File: src/rtl/mem_stage_controller_pkg.sv
// Shared types and constants for the MEM-stage cache controller.
// Includes the state encoding, the default block geometry and a helper for block offset bits.
package mem_ctrl_pkg;

  typedef enum logic [1:0] {
    IDLE  = 2'd0,
    FILL  = 2'd1,
    WRITE = 2'd2,
    DONE  = 2'd3
  } memState_e;

  localparam int unsigned DEFAULT_WORDS_PER_BLOCK = 4;
  localparam int unsigned DEFAULT_ADDR_WIDTH      = 32;
  localparam int unsigned DEFAULT_DATA_WIDTH      = 32;
  localparam int unsigned DEFAULT_COUNT_WIDTH     = 16;
  localparam int unsigned DEFAULT_IDX_WIDTH       = $clog2(DEFAULT_WORDS_PER_BLOCK);
  localparam int unsigned DEFAULT_OFF             = DEFAULT_IDX_WIDTH + 2;

  // Byte-offset bits covered by one cache block of wordsPerBlock 32-bit words.
  function automatic int unsigned blockOffsetBits(input int unsigned wordsPerBlock);
    return $clog2(wordsPerBlock) + 2;
  endfunction

endpackage

File: src/rtl/mem_stage_controller_if.sv
// Main-memory handshake bus between the MEM-stage controller and the memory.
// The controller drives the request side; the memory returns ready and read data.
interface mem_stage_controller_if #(
  parameter int unsigned ADDR_WIDTH = 32,
  parameter int unsigned DATA_WIDTH = 32
) ();

  logic                  memReq;
  logic                  memWe;
  logic [ADDR_WIDTH-1:0] memAddr;
  logic [DATA_WIDTH-1:0] memWriteData;
  logic                  memReady;
  logic [DATA_WIDTH-1:0] memReadData;

  modport master (
    output memReq, memWe, memAddr, memWriteData,
    input  memReady, memReadData
  );

  modport slave (
    input  memReq, memWe, memAddr, memWriteData,
    output memReady, memReadData
  );

endinterface

File: src/rtl/mem_stage_controller_sat_counter.sv
// Saturating event counter: increments on incEnable and sticks at all-ones.
// Used for the read-miss and write-through counters.
module sat_counter #(
  parameter int unsigned COUNT_WIDTH = 16
) (
  input  logic                   clock,
  input  logic                   reset,
  input  logic                   incEnable,
  output logic [COUNT_WIDTH-1:0] count
);

  always_ff @(posedge clock or posedge reset) begin
    if (reset) begin
      count <= '0;
    end else if (incEnable && (count != '1)) begin
      count <= count + COUNT_WIDTH'(1);
    end
  end

endmodule

File: src/rtl/mem_stage_controller.sv
// MEM-stage sequencer around the data cache: produces the pipeline advance enable,
// performs line fills on read misses and write-through on every store.
module mem_stage_controller
  import mem_ctrl_pkg::*;
#(
  parameter int unsigned WORDS_PER_BLOCK = DEFAULT_WORDS_PER_BLOCK,
  parameter int unsigned ADDR_WIDTH      = DEFAULT_ADDR_WIDTH,
  parameter int unsigned DATA_WIDTH      = DEFAULT_DATA_WIDTH,
  parameter int unsigned COUNT_WIDTH     = DEFAULT_COUNT_WIDTH,
  localparam int unsigned IDX_WIDTH      = $clog2(WORDS_PER_BLOCK)
) (
  input  logic                   clock,
  input  logic                   reset,
  input  logic                   memRead,
  input  logic                   memWrite,
  input  logic [ADDR_WIDTH-1:0]  address,
  input  logic [DATA_WIDTH-1:0]  writeData,
  input  logic                   tagHit,
  mem_stage_controller_if.master memBus,
  output logic                   fillEnable,
  output logic [IDX_WIDTH-1:0]   fillWordIndex,
  output logic [DATA_WIDTH-1:0]  fillData,
  output logic                   hit,
  output logic [COUNT_WIDTH-1:0] missCount,
  output logic [COUNT_WIDTH-1:0] writeCount
);

  localparam int unsigned OFF = blockOffsetBits(WORDS_PER_BLOCK);

  memState_e             state;
  memState_e             stateNext;
  logic [IDX_WIDTH-1:0]  wordIdx;
  logic [IDX_WIDTH-1:0]  wordIdxNext;
  logic [ADDR_WIDTH-1:0] addrHold;
  logic [DATA_WIDTH-1:0] dataHold;
  logic [ADDR_WIDTH-1:0] fillAddr;
  logic [ADDR_WIDTH-1:0] writeAddr;
  logic                  missDone;
  logic                  writeDone;

  // Fill address is block base with the word index dropped into the offset field.
  assign fillAddr      = {address[ADDR_WIDTH-1:OFF], wordIdx, 2'b00};
  assign writeAddr     = address & ~ADDR_WIDTH'(3);
  assign fillWordIndex = wordIdx;
  assign fillData      = memBus.memReadData;

  always_ff @(posedge clock or posedge reset) begin
    if (reset) begin
      state   <= IDLE;
      wordIdx <= '0;
    end else begin
      state   <= stateNext;
      wordIdx <= wordIdxNext;
    end
  end

  // Memory address/data keep their last driven value once the bus goes quiet.
  always_ff @(posedge clock or posedge reset) begin
    if (reset) begin
      addrHold <= '0;
      dataHold <= '0;
    end else if (state == FILL) begin
      addrHold <= fillAddr;
    end else if (state == WRITE) begin
      addrHold <= writeAddr;
      dataHold <= writeData;
    end
  end

  always_comb begin
    stateNext           = state;
    wordIdxNext         = wordIdx;
    hit                 = 1'b0;
    fillEnable          = 1'b0;
    missDone            = 1'b0;
    writeDone           = 1'b0;
    memBus.memReq       = 1'b0;
    memBus.memWe        = 1'b0;
    memBus.memAddr      = addrHold;
    memBus.memWriteData = dataHold;

    case (state)
      IDLE: begin
        hit = !(memWrite || (memRead && !tagHit));
        if (memWrite) begin
          stateNext = WRITE;
        end else if (memRead && !tagHit) begin
          stateNext   = FILL;
          wordIdxNext = '0;
        end
      end
      FILL: begin
        memBus.memReq  = 1'b1;
        memBus.memAddr = fillAddr;
        fillEnable     = memBus.memReady;
        if (memBus.memReady) begin
          if (wordIdx == IDX_WIDTH'(WORDS_PER_BLOCK - 1)) begin
            stateNext   = DONE;
            wordIdxNext = '0;
            missDone    = 1'b1;
          end else begin
            wordIdxNext = wordIdx + IDX_WIDTH'(1);
          end
        end
      end
      WRITE: begin
        memBus.memReq       = 1'b1;
        memBus.memWe        = 1'b1;
        memBus.memAddr      = writeAddr;
        memBus.memWriteData = writeData;
        if (memBus.memReady) begin
          stateNext = DONE;
          writeDone = 1'b1;
        end
      end
      DONE: begin
        // Pipeline inputs still show the stalled instruction here; ignore them.
        hit       = 1'b1;
        stateNext = IDLE;
      end
      default: stateNext = IDLE;
    endcase

    // Held reset lets upstream registers capture a bubble and kills any bus request.
    if (reset) begin
      hit           = 1'b1;
      fillEnable    = 1'b0;
      missDone      = 1'b0;
      writeDone     = 1'b0;
      memBus.memReq = 1'b0;
      memBus.memWe  = 1'b0;
    end
  end

  sat_counter #(.COUNT_WIDTH(COUNT_WIDTH)) uMissCounter (
    .clock     (clock),
    .reset     (reset),
    .incEnable (missDone),
    .count     (missCount)
  );

  sat_counter #(.COUNT_WIDTH(COUNT_WIDTH)) uWriteCounter (
    .clock     (clock),
    .reset     (reset),
    .incEnable (writeDone),
    .count     (writeCount)
  );

endmodule

File: src/flat_wrapper.sv
// flat-port wrapper written by rule: the top's interface ports become plain ports
module mem_stage_controller_flat import mem_ctrl_pkg::*;
#(
  parameter int unsigned WORDS_PER_BLOCK = DEFAULT_WORDS_PER_BLOCK,
  parameter int unsigned ADDR_WIDTH      = DEFAULT_ADDR_WIDTH,
  parameter int unsigned DATA_WIDTH      = DEFAULT_DATA_WIDTH,
  parameter int unsigned COUNT_WIDTH     = DEFAULT_COUNT_WIDTH,
  localparam int unsigned IDX_WIDTH      = $clog2(WORDS_PER_BLOCK)
)
  (clock, reset, memRead, memWrite, address, writeData, tagHit, fillEnable, fillWordIndex, fillData, hit, missCount, writeCount, memBus_memReq, memBus_memWe, memBus_memAddr, memBus_memWriteData, memBus_memReady, memBus_memReadData);
  mem_stage_controller_if #(.ADDR_WIDTH(ADDR_WIDTH), .DATA_WIDTH(DATA_WIDTH)) memBus_i ();
  input  logic clock;
  input  logic reset;
  input  logic memRead;
  input  logic memWrite;
  input  logic [ADDR_WIDTH-1:0] address;
  input  logic [DATA_WIDTH-1:0] writeData;
  input  logic tagHit;
  output logic fillEnable;
  output logic [IDX_WIDTH-1:0] fillWordIndex;
  output logic [DATA_WIDTH-1:0] fillData;
  output logic hit;
  output logic [COUNT_WIDTH-1:0] missCount;
  output logic [COUNT_WIDTH-1:0] writeCount;
  output wire logic [$bits(memBus_i.memReq)-1:0] memBus_memReq;
  output wire logic [$bits(memBus_i.memWe)-1:0] memBus_memWe;
  output wire logic [$bits(memBus_i.memAddr)-1:0] memBus_memAddr;
  output wire logic [$bits(memBus_i.memWriteData)-1:0] memBus_memWriteData;
  input wire logic [$bits(memBus_i.memReady)-1:0] memBus_memReady;
  input wire logic [$bits(memBus_i.memReadData)-1:0] memBus_memReadData;
  assign memBus_memReq = memBus_i.memReq;
  assign memBus_memWe = memBus_i.memWe;
  assign memBus_memAddr = memBus_i.memAddr;
  assign memBus_memWriteData = memBus_i.memWriteData;
  assign memBus_i.memReady = memBus_memReady;
  assign memBus_i.memReadData = memBus_memReadData;
  mem_stage_controller #(.WORDS_PER_BLOCK(WORDS_PER_BLOCK), .ADDR_WIDTH(ADDR_WIDTH), .DATA_WIDTH(DATA_WIDTH), .COUNT_WIDTH(COUNT_WIDTH)) u_core (.clock(clock), .reset(reset), .memRead(memRead), .memWrite(memWrite), .address(address), .writeData(writeData), .tagHit(tagHit), .memBus(memBus_i), .fillEnable(fillEnable), .fillWordIndex(fillWordIndex), .fillData(fillData), .hit(hit), .missCount(missCount), .writeCount(writeCount));
endmodule
File: config.mk
export PLATFORM = sky130hd
export DESIGN_NAME = mem_stage_controller_flat
export DESIGN_NICKNAME = d
export VERILOG_FILES = /design/src/rtl/mem_stage_controller_pkg.sv /design/src/rtl/mem_stage_controller_if.sv /design/src/rtl/mem_stage_controller_sat_counter.sv /design/src/rtl/mem_stage_controller.sv /design/src/flat_wrapper.sv
export SDC_FILE = /design/constraint.sdc
export NUM_CORES = 1
export LEC_CHECK = 0
export ABC_CLOCK_PERIOD_IN_PS = 2800
export BUFFER_PORTS_ARGS = -buffer_cell sky130_fd_sc_hd__buf_2
export CORE_MARGIN = 5
export CORE_UTILIZATION = 43
export DETAILED_ROUTE_END_ITERATION = 8
export GPL_TIMING_DRIVEN = 0
export HOLD_SLACK_MARGIN = 0.03
export PLACE_DENSITY = 0.77
export RECOVER_POWER = 25
export SLEW_MARGIN = 20
export SYNTH_ARGS = -nofsm -noshare
export SYNTH_HDL_FRONTEND = slang
export SYNTH_SLANG_ARGS = --single-unit
File: constraint.sdc
create_clock -name clock -period 2.8 [get_ports clock]
set_input_delay 0.28 -clock clock [delete_from_list [all_inputs] [get_ports clock]]
set_output_delay 0.28 -clock clock [all_outputs]
set_load 0.01 [all_outputs]
==> results.sh <==
export IMPL_worstPathRequired_ns=2.52
export IMPL_die_x_um=119
export IMPL_dp_slack_ns=0.343
export IMPL_antenna_found_initial=0
export IMPL_grt_pass1_wl_um=21100
export IMPL_r2r_start="u_core.state[0]"
export IMPL_die_y_um=119
export IMPL_drc_errors=0
export IMPL_outcome="finished, violations left"
export IMPL_setup_viol_count_final=0
export IMPL_fin_worst_skew_ns=0.00403
export IMPL_arrival_ns=2.28
export IMPL_fin_ws_ns=0.241
export IMPL_postLayoutCellArea_um2=6650
export IMPL_dp_hpwl_um=10100
export IMPL_avgViaCountPerCell=4.97
export IMPL_core_um2=11900
export IMPL_synth_cells=487
export IMPL_grt_usage=0.179
export IMPL_hold_class="in -> async"
export IMPL_drtAntennaViolNets=0
export IMPL_finalNetCount=810
export IMPL_end_kind="primary output"
export IMPL_vdd_drop_max_uv=618
export IMPL_yosys_warnings=0
export IMPL_hold_ws_ns=0.114
export IMPL_clock_sinks=98
export IMPL_rows=40
export IMPL_hold_viol=0
export IMPL_drtIter0Drc=179
export IMPL_grt_max_degree=29
export IMPL_critPathMaxFanout=10
export IMPL_cts_buffers=9
export IMPL_synth_top_family_by_area="simple AND/OR/NAND/NOR gates"
export IMPL_violations="capacitance limit, slew limit"
export IMPL_rr_worst_depth=7
export IMPL_syn_area_per_cell_um2=10.6
export IMPL_slew_viol_final=28
export IMPL_leakage_nw=3.49
export IMPL_routed_wl_um=12800
export IMPL_powerDensity_nw_per_um2=1130
export IMPL_initial_utilization=0.434
export IMPL_cts_setup_buffers=0
export IMPL_synthXorXnorAreaFrac=0.0460
export IMPL_synth_compound_area_frac=0.0557
export IMPL_tritoncts="built"
export IMPL_r2r_end="u_core.uWriteCounter.count[12]"
export IMPL_rsz0062_at_grt="no"
export IMPL_vias=4231
export IMPL_ys_seq_elements=98
export IMPL_cts_root_buf="clkbuf_16"
export IMPL_setup_tns_ns=0
export IMPL_io_pins=236
export IMPL_insertion_delay_ns=0.33
export IMPL_cts_hold_buf=0
export IMPL_maxCapViolCount=1
export IMPL_worstMarginPinSlew_ns=1.50
export IMPL_ys_types=43
export IMPL_clkTransAtPathRegs_ns=0.06
export IMPL_port_buffers=199
export IMPL_critPathLaunchType="flip-flop"
export IMPL_grt_pass1_vias=4448
export IMPL_synth_simple_area_share=0.168
export IMPL_gp_congestion=0.818
export IMPL_syn_cell_area_um2=5150
export IMPL_slew_headroom=-0.00266
export IMPL_dieArea_um2=14300
export IMPL_placed_area_um2=6400
export IMPL_syn2layout_area_growth_pct=29.3
export IMPL_htreeDepth=3
export IMPL_fin_crit_ns=2.56
export IMPL_reg2reg_setup_slack_ns=0.65
export IMPL_post_drt_wl_per_cell_um=15.0
export IMPL_worstSetupPathType="reg -> out"
export IMPL_post_route_period_util=0.914
export IMPL_synth_adder_area_share=0.0195
export IMPL_drive_above_1_share=0.485
export IMPL_cts_buffer_depth=2
export IMPL_antenna_cells=0
export IMPL_grt_overflow=0
export IMPL_seq_area_frac_synth=0.477
export IMPL_synthMuxAreaShare=0.159
export IMPL_dr_pass1_iters=4
export IMPL_max_clock_freq_ghz=0.391
synthesized netlist by cell type, drive strengths merged:
cell	count	area share
dfrtp	98	0.48
nand2	72	0.053
mux2	68	0.15
buf	44	0.061
nand2b	32	0.039
o21ai	31	0.030
xor2	18	0.031
nor2	15	0.011
nand4	13	0.017
clkbuf	11	0.0080
nand3	9	0.0088
xnor2	9	0.015
a21oi	8	0.0085
ha	8	0.019
inv	8	0.0058
nor3	6	0.0068
mux2i	5	0.0097
a211oi	4	0.0058
nor2b	3	0.0036
nor4	3	0.0036
nor4b	3	0.0063
or3b	3	0.0051
a21boi	2	0.0029
and3	2	0.0027
and3b	2	0.0034
nor3b	2	0.0029
a2111oi	1	0.0029
and2	1	0.0012
and4	1	0.0017
and4b	1	0.0019
conb	1	0.00073
o21bai	1	0.0015
o31a	1	0.0017
o41a	1	0.0022
worst max-delay path: stages, from the launching register on:
cell	delay, ns
dfrtp_1	0.40
inv_1	0.13
ha_1	0.28
clkbuf_2	0.30
buf_2	0.30
a21boi_0	0.22
a21oi_1	0.16
buf_2	0.15
through the flow:
stage               utilization  power (mW)  instances
floorplan                     -        4.90        488
global placement          0.534        6.20        834
detailed placement        0.540        6.37        837
CTS                       0.564        7.60        853
global route              0.561        8.12        852
finish                    0.561        7.50        852
cells in the final DEF (no fill, tap or decap), types with 8 or more instances in the layout:
cell type  Yosys  layout
xnor2_1        9       9
nand4_1       12      12
xor2_1        18      18
nand3_1        9       9
nand2_1       72      72
buf_2          8     206
o21ai_0       31      31
ha_1           8       8
clkbuf_16      0       9
nor2_1        15      15
mux2_2        67      67
dfrtp_1       98      98
buf_4         35      35
nand2b_1      32      32
layer usage:
metal	GRT usage	share of wire	vias to the layer above
met2	0.310	0.50	158
met4	0.0551	0.015	0
met1	0.221	0.41	2005
met3	0.0442	0.072	15
met5	0	0	-
li1	-	-	2053
report_power, final:
part / internal (mW) / total, mW / switching [mW]
Sequential: 1.97 / 2.21 / 0.245
Clock: 0.674 / 1.19 / 0.517
Combinational: 1.88 / 4.10 / 2.22
registers in the layout, summed over array words and instances (netlist names):
register and cells:
u_core.addrHold 30, u_core.dataHold 32, u_core.fillWordIndex 2, u_core.state 2
u_core.uMissCounter.count 16, u_core.uWriteCounter.count 16
timing repair:
item | 4_1_cts | 5_1_grt
pin swaps | 0 | 0
resized for setup | 3 | 6
hold endpoints to repair | 0 | 0
setup endpoints to repair | 7 | 17
area by class of cell:
| cell class | instances | area (µm²) |
|---|---|---|
| Buffer | 54 | 359 |
| Clock inverter | 4 | 23.8 |
| Timing Repair Buffer | 202 | 1020 |
| Multi-Input combinational cell | 327 | 2310 |
| Fill cell | 1070 | 5210 |
| Clock buffer | 12 | 267 |
| Inverter | 8 | 33.8 |
| Sequential cell | 98 | 2450 |
| Tap cell | 147 | 184 |
cell families (layout without fill, tap and decap cells):
family                   after synthesis  in the layout
AND/OR/NAND/NOR                      168            168
flip-flops                            98             98
buffers and inverters                 63            280
multiplexers                          73             73
AO/OA/AOI/OAI                         49             49
other                                  1              2
adder cells (fa/ha/maj)                8              8
XOR/XNOR                              27             27
how the worst max path moves through the flow:
stage                     cells past startpoint  slack (ns)            start           endpoint
final                                         7        0.24  u_core.state[1]  memBus_memAddr[2]
after global routing                          7        0.06  u_core.state[1]  memBus_memAddr[2]
after global placement                        4       -0.58            reset                hit
after CTS                                     7        0.01  u_core.state[1]  memBus_memAddr[2]
after floorplan                               2        0.39            reset                hit
after detailed placement                      7        0.34  u_core.state[0]  memBus_memAddr[6]
(Power assumes the default switching activity.)
